<file path="config.mk">
export PLATFORM = sky130hd
export DESIGN_NAME = ama_riscv_retire_tracker_flat
export DESIGN_NICKNAME = d
export VERILOG_FILES = /design/src/rtl/ama_riscv_tb_pkg.sv /design/src/rtl/ama_riscv_retire_tracker_if.sv /design/src/rtl/ama_riscv_trace_fifo.sv /design/src/rtl/ama_riscv_retire_tracker.sv /design/src/flat_wrapper.sv
export SDC_FILE = /design/constraint.sdc
export NUM_CORES = 2
export LEC_CHECK = 0
export ABC_AREA = 1
export CORE_MARGIN = 2
export CORE_UTILIZATION = 53
export DETAILED_ROUTE_END_ITERATION = 10
export GPL_TIMING_DRIVEN = 1
export HOLD_SLACK_MARGIN = 0.05
export PLACE_DENSITY_LB_ADDON = 0.3
export SLEW_MARGIN = 10
export SYNTH_ARGS = -nofsm -noshare
export SYNTH_HDL_FRONTEND = slang
export SYNTH_SLANG_ARGS = --single-unit
</file>
<file path="constraint.sdc">
create_clock -name clk -period 5.56 [get_ports clk]
set_input_delay 1.112 -clock clk [delete_from_list [all_inputs] [get_ports clk]]
set_output_delay 1.112 -clock clk [all_outputs]
set_load 0.01 [all_outputs]
</file>
<file path="src/rtl/ama_riscv_tb_pkg.sv">
`default_nettype none
// ============================================================================
//  Module      : ama_riscv_tb_pkg
//  Description : Shared types and constants for the retirement tracker:
//                the retired record layout, its packed width, the "no dmem
//                access" size code and the empty record.
//  Revision    : 1.0 - initial release
// ============================================================================
package ama_riscv_tb_pkg;

    localparam int INST_WIDTH = 32;
    localparam int ARCH_WIDTH = 32;

    // dmem_size is {store, size[1:0]} for real accesses; 8 marks "no access"
    localparam logic [3:0] DMEM_SIZE_NA = 4'd8;

    typedef struct packed {
        logic                  valid;
        logic [INST_WIDTH-1:0] inst;
        logic [ARCH_WIDTH-1:0] pc;
        logic                  branch;
        logic                  taken;
        logic                  bp_hit;
        logic [ARCH_WIDTH-1:0] dmem_addr;
        logic [3:0]            dmem_size;
    } retired_rec_t;

    localparam int RET_REC_W = $bits(retired_rec_t);

    localparam retired_rec_t c_rec_empty = '{
        valid     : 1'b0,
        inst      : '0,
        pc        : '0,
        branch    : 1'b0,
        taken     : 1'b0,
        bp_hit    : 1'b0,
        dmem_addr : '0,
        dmem_size : DMEM_SIZE_NA
    };

endpackage
`default_nettype wire

</file>
<file path="src/rtl/ama_riscv_retire_tracker_if.sv">
`default_nettype none
// ============================================================================
//  Module      : ama_riscv_retire_tracker_if
//  Description : Trace consumer port of the retirement tracker.
//                master : tracker side (drives trc_valid / trc_rec)
//                slave  : consumer side (drives trc_ready)
//  Revision    : 1.0 - initial release
// ============================================================================
interface ama_riscv_retire_tracker_if;
    import ama_riscv_tb_pkg::*;

    logic         trc_valid;
    logic         trc_ready;
    retired_rec_t trc_rec;

    modport master (output trc_valid, output trc_rec, input trc_ready);
    modport slave  (input trc_valid, input trc_rec, output trc_ready);

endinterface
`default_nettype wire

</file>
<file path="src/rtl/ama_riscv_trace_fifo.sv">
`default_nettype none
// ============================================================================
//  Module      : ama_riscv_trace_fifo
//  Description : Synchronous FIFO with a valid/ready read port.
//                A push into a full FIFO is accepted only when a pop happens
//                in the same cycle (the slot being freed is the one written).
//                No write-to-read bypass: a push into an empty FIFO becomes
//                visible on the following cycle.
//  Ports       : clk, rst_n (async, active low)
//                i_push/i_data   write side
//                o_valid/i_ready/o_data  read side (o_data = raw head entry)
//                o_full, o_empty status
//  Revision    : 1.0 - initial release
// ============================================================================
module ama_riscv_trace_fifo #(
    parameter int WIDTH = 8,
    parameter int DEPTH = 8
) (
    input  wire              clk,
    input  wire              rst_n,
    input  wire              i_push,
    input  wire  [WIDTH-1:0] i_data,
    input  wire              i_ready,
    output logic             o_valid,
    output logic [WIDTH-1:0] o_data,
    output logic             o_full,
    output logic             o_empty
);

    localparam int AW = (DEPTH > 1) ? $clog2(DEPTH) : 1;

    logic [WIDTH-1:0] r_mem [DEPTH];
    logic [AW-1:0]    r_wr_ptr;
    logic [AW-1:0]    r_rd_ptr;
    logic [AW:0]      r_count;
    logic             w_pop;
    logic             w_push;

    assign o_empty = (r_count == '0);
    assign o_full  = (r_count == (AW+1)'(DEPTH));
    assign o_valid = !o_empty;
    assign o_data  = r_mem[r_rd_ptr];

    assign w_pop  = o_valid & i_ready;
    assign w_push = i_push & (!o_full | w_pop);

    always_ff @(posedge clk or negedge rst_n) begin
        if (!rst_n) begin
            r_wr_ptr <= '0;
            r_rd_ptr <= '0;
            r_count  <= '0;
        end else begin
            if (w_push) r_wr_ptr <= r_wr_ptr + AW'(1);
            if (w_pop)  r_rd_ptr <= r_rd_ptr + AW'(1);
            case ({w_push, w_pop})
                2'b10:   r_count <= r_count + (AW+1)'(1);
                2'b01:   r_count <= r_count - (AW+1)'(1);
                default: r_count <= r_count;
            endcase
        end
    end

    always_ff @(posedge clk) begin
        if (w_push) r_mem[r_wr_ptr] <= i_data;
    end

endmodule
`default_nettype wire

</file>
<file path="src/rtl/ama_riscv_retire_tracker.sv">
`default_nettype none
// ============================================================================
//  Module      : ama_riscv_retire_tracker
//  Description : Captures per-instruction side info at EXE, shifts it through
//                STAGES shadow registers that follow the core's stage
//                enables/flushes, pushes retiring records into a trace FIFO
//                and keeps retirement statistics plus sticky error flags.
//                Never back-pressures the core: a full FIFO drops records.
//  Ports       : clk, rst_n (async, active low)
//                stage_en/stage_flush  per shadow register controls
//                exe_*                 EXE side info
//                inst_retired          core retirement strobe
//                stat_clr              sync clear of counters and flags
//                trc (master)          trace valid/ready/record port
//                cnt_*                 statistics counters (wrap)
//                err_mismatch, err_overflow  sticky flags
//  Options     : RT_BP_STATS_EN - adds exe_bp_hit and the bp_hit statistics
//  Revision    : 1.0 - initial release
// ============================================================================
module ama_riscv_retire_tracker
    import ama_riscv_tb_pkg::*;
#(
    parameter int STAGES     = 3,
    parameter int FIFO_DEPTH = 8,
    parameter int CNT_WIDTH  = 32
) (
    input  wire                   clk,
    input  wire                   rst_n,
    input  wire  [STAGES-1:0]     stage_en,
    input  wire  [STAGES-1:0]     stage_flush,
    input  wire                   exe_valid,
    input  wire  [INST_WIDTH-1:0] exe_inst,
    input  wire  [ARCH_WIDTH-1:0] exe_pc,
    input  wire                   exe_branch,
    input  wire                   exe_taken,
`ifdef RT_BP_STATS_EN
    input  wire                   exe_bp_hit,
`endif
    input  wire                   exe_dmem_valid,
    input  wire  [ARCH_WIDTH-1:0] exe_dmem_addr,
    input  wire  [2:0]            exe_dmem_size,
    input  wire                   inst_retired,
    input  wire                   stat_clr,
    ama_riscv_retire_tracker_if.master trc,
    output logic [CNT_WIDTH-1:0]  cnt_ret,
    output logic [CNT_WIDTH-1:0]  cnt_br,
    output logic [CNT_WIDTH-1:0]  cnt_taken,
    output logic [CNT_WIDTH-1:0]  cnt_bp_hit,
    output logic [CNT_WIDTH-1:0]  cnt_load,
    output logic [CNT_WIDTH-1:0]  cnt_store,
    output logic [CNT_WIDTH-1:0]  cnt_drop,
    output logic                  err_mismatch,
    output logic                  err_overflow
);

    localparam logic [CNT_WIDTH-1:0] c_cnt_one = CNT_WIDTH'(1);

    retired_rec_t           w_exe_rec;
    retired_rec_t           w_ret_rec;
    logic                   w_bp_hit;
    logic                   w_retire;
    logic                   w_drop;
    logic                   w_fifo_valid;
    logic                   w_fifo_full;
    logic                   w_fifo_empty;
    logic [RET_REC_W-1:0]   w_fifo_data;

    logic [CNT_WIDTH-1:0]   r_cnt_ret;
    logic [CNT_WIDTH-1:0]   r_cnt_br;
    logic [CNT_WIDTH-1:0]   r_cnt_taken;
    logic [CNT_WIDTH-1:0]   r_cnt_load;
    logic [CNT_WIDTH-1:0]   r_cnt_store;
    logic [CNT_WIDTH-1:0]   r_cnt_drop;
    logic                   r_err_mismatch;
    logic                   r_err_overflow;

`ifdef RT_BP_STATS_EN
    assign w_bp_hit = exe_bp_hit & exe_branch;
`else
    // Field kept in the record so the trace format does not change
    assign w_bp_hit = 1'b0;
`endif

    always_comb begin
        w_exe_rec        = c_rec_empty;
        w_exe_rec.valid  = exe_valid;
        w_exe_rec.inst   = exe_inst;
        w_exe_rec.pc     = exe_pc;
        w_exe_rec.branch = exe_branch;
        w_exe_rec.taken  = exe_taken & exe_branch;
        w_exe_rec.bp_hit = w_bp_hit;
        if (exe_dmem_valid) begin
            w_exe_rec.dmem_addr = exe_dmem_addr;
            w_exe_rec.dmem_size = {1'b0, exe_dmem_size};
        end
    end

    // Shadow pipeline: register 0 follows EXE, register STAGES-1 is RET
    for (genvar gi = 0; gi < STAGES; gi++) begin : g_stage
        retired_rec_t w_src;
        retired_rec_t r_rec;

        if (gi == 0) begin : g_head
            assign w_src = w_exe_rec;
        end else begin : g_body
            assign w_src = g_stage[gi-1].r_rec;
        end

        always_ff @(posedge clk or negedge rst_n) begin
            if (!rst_n) begin
                r_rec <= c_rec_empty;
            end else if (stage_flush[gi]) begin
                r_rec <= c_rec_empty;
            end else if (stage_en[gi]) begin
                r_rec <= w_src;
            end
        end
    end

    assign w_ret_rec = g_stage[STAGES-1].r_rec;
    assign w_retire  = inst_retired & w_ret_rec.valid;

    ama_riscv_trace_fifo #(
        .WIDTH (RET_REC_W),
        .DEPTH (FIFO_DEPTH)
    ) u_trace_fifo (
        .clk     (clk),
        .rst_n   (rst_n),
        .i_push  (w_retire),
        .i_data  (w_ret_rec),
        .i_ready (trc.trc_ready),
        .o_valid (w_fifo_valid),
        .o_data  (w_fifo_data),
        .o_full  (w_fifo_full),
        .o_empty (w_fifo_empty)
    );

    assign trc.trc_valid = w_fifo_valid;
    assign trc.trc_rec   = w_fifo_empty ? '0 : retired_rec_t'(w_fifo_data);

    // A full FIFO still accepts the push if the head leaves this cycle
    assign w_drop = w_retire & w_fifo_full & !(w_fifo_valid & trc.trc_ready);

    always_ff @(posedge clk or negedge rst_n) begin
        if (!rst_n) begin
            r_cnt_ret      <= '0;
            r_cnt_br       <= '0;
            r_cnt_taken    <= '0;
            r_cnt_load     <= '0;
            r_cnt_store    <= '0;
            r_cnt_drop     <= '0;
            r_err_mismatch <= 1'b0;
            r_err_overflow <= 1'b0;
        end else if (stat_clr) begin
            r_cnt_ret      <= '0;
            r_cnt_br       <= '0;
            r_cnt_taken    <= '0;
            r_cnt_load     <= '0;
            r_cnt_store    <= '0;
            r_cnt_drop     <= '0;
            r_err_mismatch <= 1'b0;
            r_err_overflow <= 1'b0;
        end else begin
            if (w_retire) begin
                r_cnt_ret <= r_cnt_ret + c_cnt_one;
                if (w_ret_rec.branch) r_cnt_br    <= r_cnt_br + c_cnt_one;
                if (w_ret_rec.taken)  r_cnt_taken <= r_cnt_taken + c_cnt_one;
                if (w_ret_rec.dmem_size < 4'd4) begin
                    r_cnt_load <= r_cnt_load + c_cnt_one;
                end else if (w_ret_rec.dmem_size < DMEM_SIZE_NA) begin
                    r_cnt_store <= r_cnt_store + c_cnt_one;
                end
            end
            if (w_drop) begin
                r_cnt_drop     <= r_cnt_drop + c_cnt_one;
                r_err_overflow <= 1'b1;
            end
            if (inst_retired && !w_ret_rec.valid) begin
                r_err_mismatch <= 1'b1;
            end
        end
    end

`ifdef RT_BP_STATS_EN
    logic [CNT_WIDTH-1:0] r_cnt_bp_hit;

    always_ff @(posedge clk or negedge rst_n) begin
        if (!rst_n) begin
            r_cnt_bp_hit <= '0;
        end else if (stat_clr) begin
            r_cnt_bp_hit <= '0;
        end else if (w_retire && w_ret_rec.bp_hit) begin
            r_cnt_bp_hit <= r_cnt_bp_hit + c_cnt_one;
        end
    end

    assign cnt_bp_hit = r_cnt_bp_hit;
`else
    assign cnt_bp_hit = '0;
`endif

    assign cnt_ret      = r_cnt_ret;
    assign cnt_br       = r_cnt_br;
    assign cnt_taken    = r_cnt_taken;
    assign cnt_load     = r_cnt_load;
    assign cnt_store    = r_cnt_store;
    assign cnt_drop     = r_cnt_drop;
    assign err_mismatch = r_err_mismatch;
    assign err_overflow = r_err_overflow;

endmodule
`default_nettype wire

</file>
<file path="src/flat_wrapper.sv">
// flat-port wrapper written by rule: the top's interface ports become plain ports
module ama_riscv_retire_tracker_flat import ama_riscv_tb_pkg::*;
#(
    parameter int STAGES     = 3,
    parameter int FIFO_DEPTH = 8,
    parameter int CNT_WIDTH  = 32
)
  (clk, rst_n, stage_en, stage_flush, exe_valid, exe_inst, exe_pc, exe_branch, exe_taken, exe_dmem_valid, exe_dmem_addr, exe_dmem_size, inst_retired, stat_clr, cnt_ret, cnt_br, cnt_taken, cnt_bp_hit, cnt_load, cnt_store, cnt_drop, err_mismatch, err_overflow, trc_trc_valid, trc_trc_rec, trc_trc_ready);
  ama_riscv_retire_tracker_if trc_i ();
  input  wire clk;
  input  wire rst_n;
  input  wire  [STAGES-1:0] stage_en;
  input  wire  [STAGES-1:0] stage_flush;
  input  wire exe_valid;
  input  wire  [INST_WIDTH-1:0] exe_inst;
  input  wire  [ARCH_WIDTH-1:0] exe_pc;
  input  wire exe_branch;
  input  wire exe_taken;
  input  wire exe_dmem_valid;
  input  wire  [ARCH_WIDTH-1:0] exe_dmem_addr;
  input  wire  [2:0] exe_dmem_size;
  input  wire inst_retired;
  input  wire stat_clr;
  output logic [CNT_WIDTH-1:0] cnt_ret;
  output logic [CNT_WIDTH-1:0] cnt_br;
  output logic [CNT_WIDTH-1:0] cnt_taken;
  output logic [CNT_WIDTH-1:0] cnt_bp_hit;
  output logic [CNT_WIDTH-1:0] cnt_load;
  output logic [CNT_WIDTH-1:0] cnt_store;
  output logic [CNT_WIDTH-1:0] cnt_drop;
  output logic err_mismatch;
  output logic err_overflow;
  output wire logic [$bits(trc_i.trc_valid)-1:0] trc_trc_valid;
  output wire logic [$bits(trc_i.trc_rec)-1:0] trc_trc_rec;
  input wire logic [$bits(trc_i.trc_ready)-1:0] trc_trc_ready;
  assign trc_trc_valid = trc_i.trc_valid;
  assign trc_trc_rec = trc_i.trc_rec;
  assign trc_i.trc_ready = trc_trc_ready;
  ama_riscv_retire_tracker #(.STAGES(STAGES), .FIFO_DEPTH(FIFO_DEPTH), .CNT_WIDTH(CNT_WIDTH)) u_core (.clk(clk), .rst_n(rst_n), .stage_en(stage_en), .stage_flush(stage_flush), .exe_valid(exe_valid), .exe_inst(exe_inst), .exe_pc(exe_pc), .exe_branch(exe_branch), .exe_taken(exe_taken), .exe_dmem_valid(exe_dmem_valid), .exe_dmem_addr(exe_dmem_addr), .exe_dmem_size(exe_dmem_size), .inst_retired(inst_retired), .stat_clr(stat_clr), .trc(trc_i), .cnt_ret(cnt_ret), .cnt_br(cnt_br), .cnt_taken(cnt_taken), .cnt_bp_hit(cnt_bp_hit), .cnt_load(cnt_load), .cnt_store(cnt_store), .cnt_drop(cnt_drop), .err_mismatch(err_mismatch), .err_overflow(err_overflow));
endmodule
</file>
==> impl_metrics.env <==
export IMPL_die_area_um2=108000
export IMPL_post_dp_hpwl_um=91200
export IMPL_fin_util_pct=63.2
export IMPL_synthArstFlopShare_pct=38.4
export IMPL_die_h_um=329
export IMPL_worstPathCellList="buf_12, nor2_1, o32ai_1, o21ai_0, nor2_1, clkdlybuf4s50_1"
export IMPL_dp_slack_ps=1480
export IMPL_grt_setup_unrepaired="no"
export IMPL_place_gp_congestion=0.933
export IMPL_via_per_inst=5.74
export IMPL_cts_tree="built"
export IMPL_min_path_type="in2async"
export IMPL_cts_root_buf="clkbuf_16"
export IMPL_ios=445
export IMPL_period_share_pct=89.4
export IMPL_post_cts_buffers=0
export IMPL_synth_seq_area_share_pct=67.0
export IMPL_cts_made_buffers=138
export IMPL_numPortBuffers=411
export IMPL_clockBufferDepth=3
export IMPL_slowest_delay_ps=660
export IMPL_slowest_stage="dfrtp_4"
export IMPL_dp_cells=6923
export IMPL_crit_top_cell="nor2_1"
export IMPL_synth_edf_count=824
export IMPL_grt_pass1_vias=39600
export IMPL_timing_final_crit_period_ps=4970
export IMPL_fillers=8329
export IMPL_finish_instance_area_um2=66400
export IMPL_yosys_warnings=0
export IMPL_grt_max_degree=228
export IMPL_die_w_um=329
export IMPL_firstDrtPassIters=6
export IMPL_setup_viol=0
export IMPL_clkTransAtPathRegs_ps=60
export IMPL_vias=41300
export IMPL_timing_final_hold_violations=0
export IMPL_place_area_um2=61800
export IMPL_tns_ps=0
export IMPL_layout_commonest_cell="nor2_1"
export IMPL_fmax_ghz=0.201
export IMPL_post_drt_wl_per_cell_um=21.0
export IMPL_finClkSkew_ps=25.1
export IMPL_worstMarginPinSlew_ps=1130
export IMPL_fin_cells=7185
export IMPL_drtIter0Drc=4309
export IMPL_cp_required_ps=4450
export IMPL_synth_avg_cell_area_um2=10.5
export IMPL_cts_resized=0
export IMPL_coreArea_um2=105000
export IMPL_max_cap_violations=0
export IMPL_cts_max_level=4
export IMPL_crit_arrival_ps=3860
export IMPL_start_util_pct=53.3
export IMPL_leakagePower_nw=24.8
export IMPL_worstPathMaxFanout=227
export IMPL_final_cell_mix="nor2_1 (1093), edfxtp_1 (824), nand2_1 (652), o21ai_0 (624), dfrtp_1 (507)"
export IMPL_postSynthCellCount=5319
export IMPL_hold_buffers=0
export IMPL_drv_slew=0
export IMPL_drc=0
export IMPL_ys_types=51
export IMPL_drive_above_1_share_pct=6.01
export IMPL_rows=119
export IMPL_fin_nets=5795
export IMPL_synthToLayoutAreaGrowth_pct=18.5
export IMPL_synth_main_ff_cell="edfxtp_1"
export IMPL_cp_start_kind="flop"
export IMPL_worst_hold_slack_ps=403
export IMPL_ys_ff_latch=1337
export IMPL_setup_ws_ps=589
export IMPL_wirelength_um=151000
export IMPL_design_power_total_mw=27.8
export IMPL_syn_area_um2=56100
export IMPL_grt_pass1_wl_um=229000
export IMPL_grt_overflow_total=0
export IMPL_outcome="completed"
export IMPL_clk_latency_ps=740
export IMPL_maxSlewHeadroom_pct=24.7
export IMPL_clock_sink_count=1337
export IMPL_pwr_density_cell_nw_per_um2=419
export IMPL_irDropWorstVdd_mv=0.377
export IMPL_cp_end_kind="output pin"
export IMPL_grt_usage_pct=27.4
export IMPL_postRouteAntennaNets=0
export IMPL_rr_worst_depth=6
export IMPL_critical_path_class="reg2out"
export IMPL_antenna_found_initial=5
==> sequential cells by signal (all words and copies together), names as in the netlist <==
signal and flops:
u_core.cnt_store 32, u_core.cnt_load 32, u_core.u_trace_fifo.r_wr_ptr 3, u_core.cnt_taken 32
u_core.u_trace_fifo.r_count 4, u_core.cnt_br 32, u_core.err_mismatch 1, u_core.cnt_ret 32
u_core.g_stage.r_rec 309, u_core.u_trace_fifo.r_rd_ptr 3, u_core.err_overflow 1, u_core.cnt_drop 32
u_core.u_trace_fifo.r_mem 824
==> power breakdown <==
part / internal (mW) / switching [mW] / total [mW]
clock: 5.55 / 3.86 / 9.41
combinational: 2.90 / 4.66 / 7.56
sequential: 10.6 / 0.258 / 10.9
==> cell type report <==
| type | instances | area (um2) | share of cell area, % |
|---|---|---|---|
| diodes | 5 | 12.5 | 0.0188 |
| clock buffers | 191 | 3890 | 5.85 |
| clock inverters | 66 | 773 | 1.16 |
| inverters | 450 | 1710 | 2.58 |
| multi-input cells | 3264 | 15600 | 23.5 |
| flip-flops and latches | 1337 | 37600 | 56.6 |
| well taps | 1391 | 1740 | 2.62 |
| repair buffers | 481 | 5090 | 7.66 |
==> worst paths after layout <==
kind | startpoint | endpoint | slack, ps
max reg2reg | u_core.g_stage[2].r_rec[103] | u_core.u_trace_fifo.r_mem[4][22] | 2460
min reg2reg | u_core.g_stage[0].r_rec[3] | u_core.g_stage[0].r_rec[3] | 510
min | rst_n | u_core.g_stage[0].r_rec[60] | 400
min in group clk | u_core.g_stage[0].r_rec[3] | u_core.g_stage[0].r_rec[3] | 510
max | u_core.u_trace_fifo.r_rd_ptr[0] | trc_trc_rec[32] | 590
max in group asynchronous | rst_n | u_core.g_stage[0].r_rec[85] | 3930
==> cell families after synthesis <==
group                      synth area share (%)
other                                   0.00669
DFF                                        67.0
xor gates and xnor gates                  0.281
adders and majority gates                 0.201
buffers and inverters                      5.46
AOI/OAI and AO/OA                          11.3
and+or+nand+nor                            15.7
==> layer usage <==
layer	wire [um]	vias to the layer above	part of all wire (%)	track usage, %
met4	5610	0	3.7	11.1
met2	70500	1703	47	43.2
met3	11800	288	7.8	5.50
li1	-	19100	-	-
met5	0	-	0	0
met1	62800	20200	42	37.7
==> Yosys cell counts, types with 86 or more instances <==
cell / count / area (um2)
clkbuf_1: 185 / 694
nand3_1: 158 / 791
inv_1: 440 / 1650
nor2_1: 1103 / 4140
edfxtp_1: 824 / 24700
o22ai_1: 107 / 669
nor3_1: 86 / 430
nand4_1: 88 / 551
nand2_1: 653 / 2450
o32ai_1: 206 / 1800
o21ai_0: 624 / 3120
dfrtp_1: 510 / 12800
==> critical path, delay by kind of cell, from the launching register on <==
| kind | cells | cell delay, ps |
|---|---|---|
| buffers and inverters | 2 | 1290 |
| DFF | 1 | 660 |
| AOI/OAI and AO/OA | 2 | 570 |
| and+or+nand+nor | 2 | 330 |
Note: power is estimated with default switching activity, not from simulation.
